$ cat src/rtl/im_arbiter.sv
// im_arbiter: two-requester arbiter in front of a single-port instruction BRAM.
//
// Fetch port reads one 32-bit word. The result is returned one cycle after the grant.
// Loader port writes one 32-bit word. It is acknowledged in the grant cycle.
// When both ports request in the same cycle, a 1-bit round-robin pointer picks the winner.
// Addresses outside [BASE, BASE + 4*2^AW) or not word-aligned are faults:
//   - a faulting fetch returns f_err with f_instr = 0;
//   - a faulting load returns ld_err;
//   - neither touches the BRAM.
//
// Ports:
//   clk, reset            clock, asynchronous active-high reset
//   f_req, f_addr         fetch request / byte address
//   f_ready               fetch accepted this cycle (combinational)
//   f_valid, f_instr,     fetch result one cycle after grant (registered flags)
//   f_err
//   ld_req, ld_addr,      loader write request / byte address / data
//   ld_wdata
//   ld_ack, ld_err        loader accepted / accepted-with-fault (combinational)
//   bram_we, bram_addr,   BRAM byte enables, word address, write data
//   bram_din
//   bram_dout             BRAM read data, one-cycle synchronous latency
module im_arbiter #(
    parameter logic [31:0] BASE = 32'h0000_3000,
    parameter int unsigned AW   = 11
) (
    input  logic          clk,
    input  logic          reset,
    input  logic          f_req,
    input  logic [31:0]   f_addr,
    output logic          f_ready,
    output logic          f_valid,
    output logic [31:0]   f_instr,
    output logic          f_err,
    input  logic          ld_req,
    input  logic [31:0]   ld_addr,
    input  logic [31:0]   ld_wdata,
    output logic          ld_ack,
    output logic          ld_err,
    output logic [3:0]    bram_we,
    output logic [AW-1:0] bram_addr,
    output logic [31:0]   bram_din,
    input  logic [31:0]   bram_dout
);

    localparam int unsigned SpanBits = AW + 2;

    logic        prio_q, prio_d;      // 0: fetch wins contention, 1: loader wins
    logic        rd_pend_q, rd_pend_d;
    logic        err_pend_q, err_pend_d;

    logic [31:0] f_off, ld_off;
    logic        f_legal, ld_legal;
    logic        grant_f, grant_l;

    // Subtraction wraps, so addresses below BASE become huge offsets and fail the range test.
    assign f_off    = f_addr - BASE;
    assign ld_off   = ld_addr - BASE;
    assign f_legal  = ((f_off >> SpanBits) == 32'd0) && (f_addr[1:0] == 2'b00);
    assign ld_legal = ((ld_off >> SpanBits) == 32'd0) && (ld_addr[1:0] == 2'b00);

    always_comb begin
        grant_f = 1'b0;
        grant_l = 1'b0;
        if (f_req && ld_req) begin
            grant_f = ~prio_q;
            grant_l = prio_q;
        end else begin
            grant_f = f_req;
            grant_l = ld_req;
        end
    end

    always_comb begin
        bram_we    = 4'h0;
        bram_addr  = '0;
        bram_din   = 32'h0;
        f_ready    = grant_f;
        ld_ack     = grant_l;
        ld_err     = grant_l & ~ld_legal;
        prio_d     = prio_q;
        rd_pend_d  = grant_f & f_legal;
        err_pend_d = grant_f & ~f_legal;

        if (grant_f) begin
            prio_d = 1'b1;
            if (f_legal) begin
                bram_addr = f_off[AW+1:2];
            end
        end else if (grant_l) begin
            prio_d = 1'b0;
            if (ld_legal) begin
                bram_we   = 4'hF;
                bram_addr = ld_off[AW+1:2];
                bram_din  = ld_wdata;
            end
        end
    end

    always_ff @(posedge clk or posedge reset) begin
        if (reset) begin
            prio_q     <= 1'b0;
            rd_pend_q  <= 1'b0;
            err_pend_q <= 1'b0;
        end else begin
            prio_q     <= prio_d;
            rd_pend_q  <= rd_pend_d;
            err_pend_q <= err_pend_d;
        end
    end

    // Result outputs decode only registered flags.
    // Read data passes straight through from the BRAM's registered output.
    assign f_valid = rd_pend_q | err_pend_q;
    assign f_err   = err_pend_q;
    assign f_instr = rd_pend_q ? bram_dout : 32'h0;

endmodule

$ cat config.mk
export PLATFORM = sky130hd
export DESIGN_NAME = im_arbiter
export DESIGN_NICKNAME = d
export VERILOG_FILES = /design/src/rtl/im_arbiter.sv
export SDC_FILE = /design/constraint.sdc
export NUM_CORES = 1
export LEC_CHECK = 0
export BUFFER_PORTS_ARGS = -buffer_cell sky130_fd_sc_hd__buf_2
export CORE_AREA = 2 2 83 85
export DETAILED_ROUTE_END_ITERATION = 8
export DIE_AREA = 0 0 85 87
export HOLD_SLACK_MARGIN = 0.15
export PLACE_DENSITY = 0.78
export SYNTH_ARGS = -nofsm -noshare
export SYNTH_HDL_FRONTEND = slang
export SYNTH_SLANG_ARGS = --single-unit
$ cat constraint.sdc
create_clock -name clk -period 3.1 [get_ports clk]
set_input_delay 0.465 -clock clk [delete_from_list [all_inputs] [get_ports clk]]
set_output_delay 0.465 -clock clk [all_outputs]
set_load 0.03 [all_outputs]
Yosys cells after proc, flatten, opt, wreduce, memory -nomap -nowiden
Index checks and enable logic that the tools add are counted.
{ "op_classes": {"n_div": 0, "multipliers": 0, "magnitude_cmp": 0, "bitwise": 7, "muxes": 15, "shifts": 0, "reduce_logical": 8, "add_sub_neg": 2, "eq_ne": 0} }
{ "ops": {"columns": ["cell", "n"], "rows": [
  ["32-bit 2-to-1 mux", 4],
  ["32-bit logical NOT", 2],
  ["32-bit by 14-bit subtractor with 32-bit output, second input constant", 2],
  ["11-bit 2-to-1 mux", 4],
  ["4-bit 2-to-1 mux", 3],
  ["2-bit logical NOT", 2],
  ["1-bit 2-to-1 mux", 4],
  ["1-bit AND", 3],
  ["1-bit logical AND", 3],
  ["1-bit NOT", 3],
  ["2-bit nonzero test", 1],
  ["1-bit bitwise OR", 1]
]} }
{ "totals": {"memories": 0, "reg_bits": 3, "latchBits": 0, "mem_bits_rw": 0, "input_bits": 132, "elab_cells": 35, "mem_bits_ro": 0, "output_inout_bits": 84} }

Logic depth before layout (Yosys ltp)
{ "depth": {"word_depth": 6, "ltp_mapped": 10, "mapped_depth_nobuf": 7} }

Worst setup path after synthesis
OpenSTA, ideal clock, no wires.
{ "synth_timing": {"path_type": "input -> output", "from": "in ld_addr[12]", "to": "out bram_we[1]", "setup_slack_ps": -409, "arrival_ps": 3044, "stages": 10, "cell_sequence": "ha_1 clkbuf_1 nor3_1 nand4_1 xnor2_1 o22ai_1 o41ai_4 buf_2 nor3_1 buf_4"} }
{ "synth_via": {"elab_chain_len": 6} }
{ "synth_lines": {"columns": ["item", "line_no", "text"], "rows": [
  ["start: declaration", "36", "input logic [31:0] ld_addr,"],
  ["32-bit by 14-bit subtractor with 32-bit output", "58", "assign ld_off = ld_addr - BASE;"],
  ["32-bit logical NOT", "60", "assign ld_legal = ((ld_off >> SpanBits) == 32'd0) && (ld_addr[1:0] == 2'b00);"],
  ["1-bit logical AND", "60", null],
  ["4-bit 2-to-1 mux", "92", "if (ld_legal) begin"],
  ["4-bit 2-to-1 mux", "90", "end else if (grant_l) begin"],
  ["4-bit 2-to-1 mux", "85", "if (grant_f) begin"],
  ["end: declaration", "40", "output logic [3:0] bram_we,"]
]} }
Every way passes these cells.

Final worst setup path
{ "layout_timing": {"from": "in ld_addr[12]", "to": "out bram_addr[9]"} }
{ "layout_via": {"elab_chain_len": 6} }
{ "layout_lines": {"columns": ["item", "line_no", "text"], "rows": [
  ["32-bit by 14-bit subtractor with 32-bit output", "58", null],
  ["32-bit logical NOT", "60", null],
  ["1-bit logical AND", "60", null],
  ["11-bit 2-to-1 mux", "92", null],
  ["11-bit 2-to-1 mux", "90", null],
  ["11-bit 2-to-1 mux", "85", null],
  ["end: declaration", "41", "output logic [AW-1:0] bram_addr,"]
]} }
Every way passes these cells.

==> impl_metrics.yaml <==
sta:
  slew_headroom_pct: 50.88
  setup_viol: 0
  rsz0062_at_grt: "yes"
  fin_hold_ws_ns: 0.4548
  max_freq_mhz: 329.6
  fin_skew_ns: 0.002798
  period_needed_ns: 3.034
  slew_violations: 0
  worst_slew_pin_slew_ns: 0.7357
  final-hold-violation-count: 0
  period_share_pct: 97.87
routing:
  drc: 0
  wl_per_cell_um: 13.07
  via_count: 2746
  first_iter_violations: 154
  drtPass1Iterations: 4
  wirelength_um: 7294
  viasPerCell: 4.921
  ant_nets: 0
logic_synthesis:
  syn_nets: 395
  netlist_area_um2: 1615
  synthArstFlopShare_pct: 100.0
  synth_warnings: 0
  syn_avg_cell_area_um2: 6.189
  yosys.cell_types.count: 46
  ys_ff_latch: 3
  synth_edf_count: 0
  ys_seq_area_share_pct: 4.648
  synthCells: 261
  synth_flop_cell: "dfrtp_1"
clock_tree:
  cts_root_buf: "clkbuf_8"
  cts_tree: "done"
  cts_sinks: 3
  path_clk_slew_ns: 0.03
  insertion_delay_ns: 0.22
  cts_buffers: 3
  htree_num_levels: 1
  cts_buffer_depth: 2
die:
  die_h_um: 87
  die_w_um: 85
  ios: 216
  coreArea_um2: 6569
  die_area_um2: 7395
  initial_core_util_pct: 24.59
  num_rows: 30
setup_path:
  crit_path_start: "ld_addr[12]"
  cpPeakStageDelay_ns: 0.35
  crit_family: "simple AND/OR/NAND/NOR gates"
  cp-start-kind: "input pin"
  crit_fanout: 43
  r2r-end: "rd_pend_q"
  path_depth: 9
  r2r_start: "prio_q"
  slowest_stage: "nor4_1"
  worst-path-buf-inv: 3
  path_cells: "buf_2, ha_2, nor4_2, nand2_1, nor4_1, nand4_2, buf_12, o32ai_2, buf_2"
  cp.arrival_ns: 2.57
  crit_path_end: "bram_addr[9]"
  worstSetupEndpointType: "output port"
  crit_type: "in -> out"
  reg2reg_depth: 4
  cp_common_cell: "buf_2"
  rrSetupSlack_ns: 1.83
  cp_data_required_time_ns: 2.63
finish:
  final_util_pct: 46.90
  drive_gt1_share_pct: 55.23
  fillers: 665
  final_cell_mix: "buf_2 (196), nand2_1 (51), nor3_1 (41), and2_1 (34), buf_4 (33)"
  n_antenna_cell: 0
  final_common_cell: "buf_2"
  instances_no_fill: 558
  finalNetCount: 613
  postLayoutCellArea_um2: 3080
  area_growth_pct: 90.70
global_route:
  grt.total_usage_pct: 16.95
  grt-ovfl-total: 0
  grt_pass1_vias: 2297
  grt_max_degree: 46
  antenna_found_initial: 0
  grt_pass1_wl_um: 10480
placement:
  placedCellCount: 552
  place_congestion: 0.9275
  hpwl_um: 5874
  dpl-instance-area_um2: 2841
  portBuffers: 215
job:
  max_cap_violations: 0
status:
  status: "completed"
power:
  total_power_mw: 0.3971
  p_leak_nw: 1.621
  power_per_cell_area_nw_per_um2: 128.9
  peakVddDrop_v: 0.00009481
hold_path:
  hold_path_class: "in -> reg"
## worst reg2reg max path: cells and delay by family, from the launching register on
kind | cells | cell delay [ns]
AO/OA/AOI/OAI | 1 | 0.37
buffers and inverters | 2 | 0.27
flip-flops | 1 | 0.37
AND/OR/NAND/NOR | 1 | 0.19
## what timing repair did
item | CTS | global route
pin swaps | 0 | 3
hold buffers | 1 | 0
hold endpoints to repair | 3 | 0
setup buffers | 0 | 1
endpoints found under the setup margin | 47 | 47
gates resized for setup | 5 | 42
## cell families after synthesis
group,synth area share (%)
flip-flops,4.647
AO/OA/AOI/OAI,18.36
adder cells (fa/ha/maj),1.549
XOR/XNOR,5.965
AND/OR/NAND/NOR,58.95
buffers and inverters,10.53
## report_power, final
group / total [mW] / switching (mW) / leakage, nW / internal [mW]
clock network: 0.114 / 0.0260 / 0.0228 / 0.0877
registers: 0.0445 / 0.00199 / 0.0382 / 0.0425
logic: 0.239 / 0.130 / 1.56 / 0.108
## per-layer routing
metal | up-vias | wire, um | track usage (%)
met5 | - | 0 | 0
met4 | 0 | 123 | 4.618
met3 | 15 | 684 | 1.517
met2 | 168 | 3697 | 31.25
met1 | 1203 | 2789 | 21.00
li1 | 1360 | - | -
## registers in the layout (all words and copies together) (netlist names)
| register | count |
|---|---|
| prio_q | 1 |
| rd_pend_q | 1 |
| f_err | 1 |
## stage by stage
step           worst slack, ns  setup TNS [ns]
3_3_place_gp          -0.03119        -0.03119
5_1_grt               -0.08416         -0.6839
4_1_cts                0.01244               0
3_5_place_dp           -0.1326          -1.444
6_report               0.06596               0
2_1_floorplan        -0.004734        -0.04261
## final cells by class
type                            count  area [um^2]  share of cell area, %
Sequential cell                     3        75.07                  2.437
Clock buffer                        4        45.04                  1.462
Tap cell                           80        100.1                  3.249
Multi-Input combinational cell    221         1506                  48.90
Timing Repair Buffer              233         1290                  41.88
Inverter                           17        63.81                  2.071
## synth_stat cells, types with 4 or more instances
| library cell | instances | area, um^2 |
|---|---|---|
| and2_1 | 34 | 212.7 |
| buf_2 | 7 | 35.03 |
| buf_4 | 4 | 30.03 |
| clkbuf_1 | 8 | 30.03 |
| inv_1 | 16 | 60.06 |
| nand2_1 | 51 | 191.4 |
| nand3_1 | 6 | 30.03 |
| nand4_1 | 7 | 43.79 |
| nor2_1 | 10 | 37.54 |
| nor3_1 | 43 | 215.2 |
| nor4_1 | 11 | 68.82 |
| o32ai_1 | 5 | 43.79 |
| o32ai_2 | 6 | 97.59 |
| xnor2_1 | 8 | 70.07 |
## worst min-delay path by stage
| stage | endpoint | cells past startpoint | from | slack, ns |
|---|---|---|---|---|
| after detailed placement | rd_pend_q | 2 | reset | 0.34 |
| after global placement | prio_q | 2 | reset | 0.34 |
| final | prio_q | 2 | ld_req | 0.45 |
| after global routing | prio_q | 2 | ld_req | 0.48 |
| after CTS | prio_q | 2 | ld_req | 0.45 |
| after floorplan | f_err | 1 | reset | 0.22 |
No activity file was read; power rests on OpenSTA's default activity.
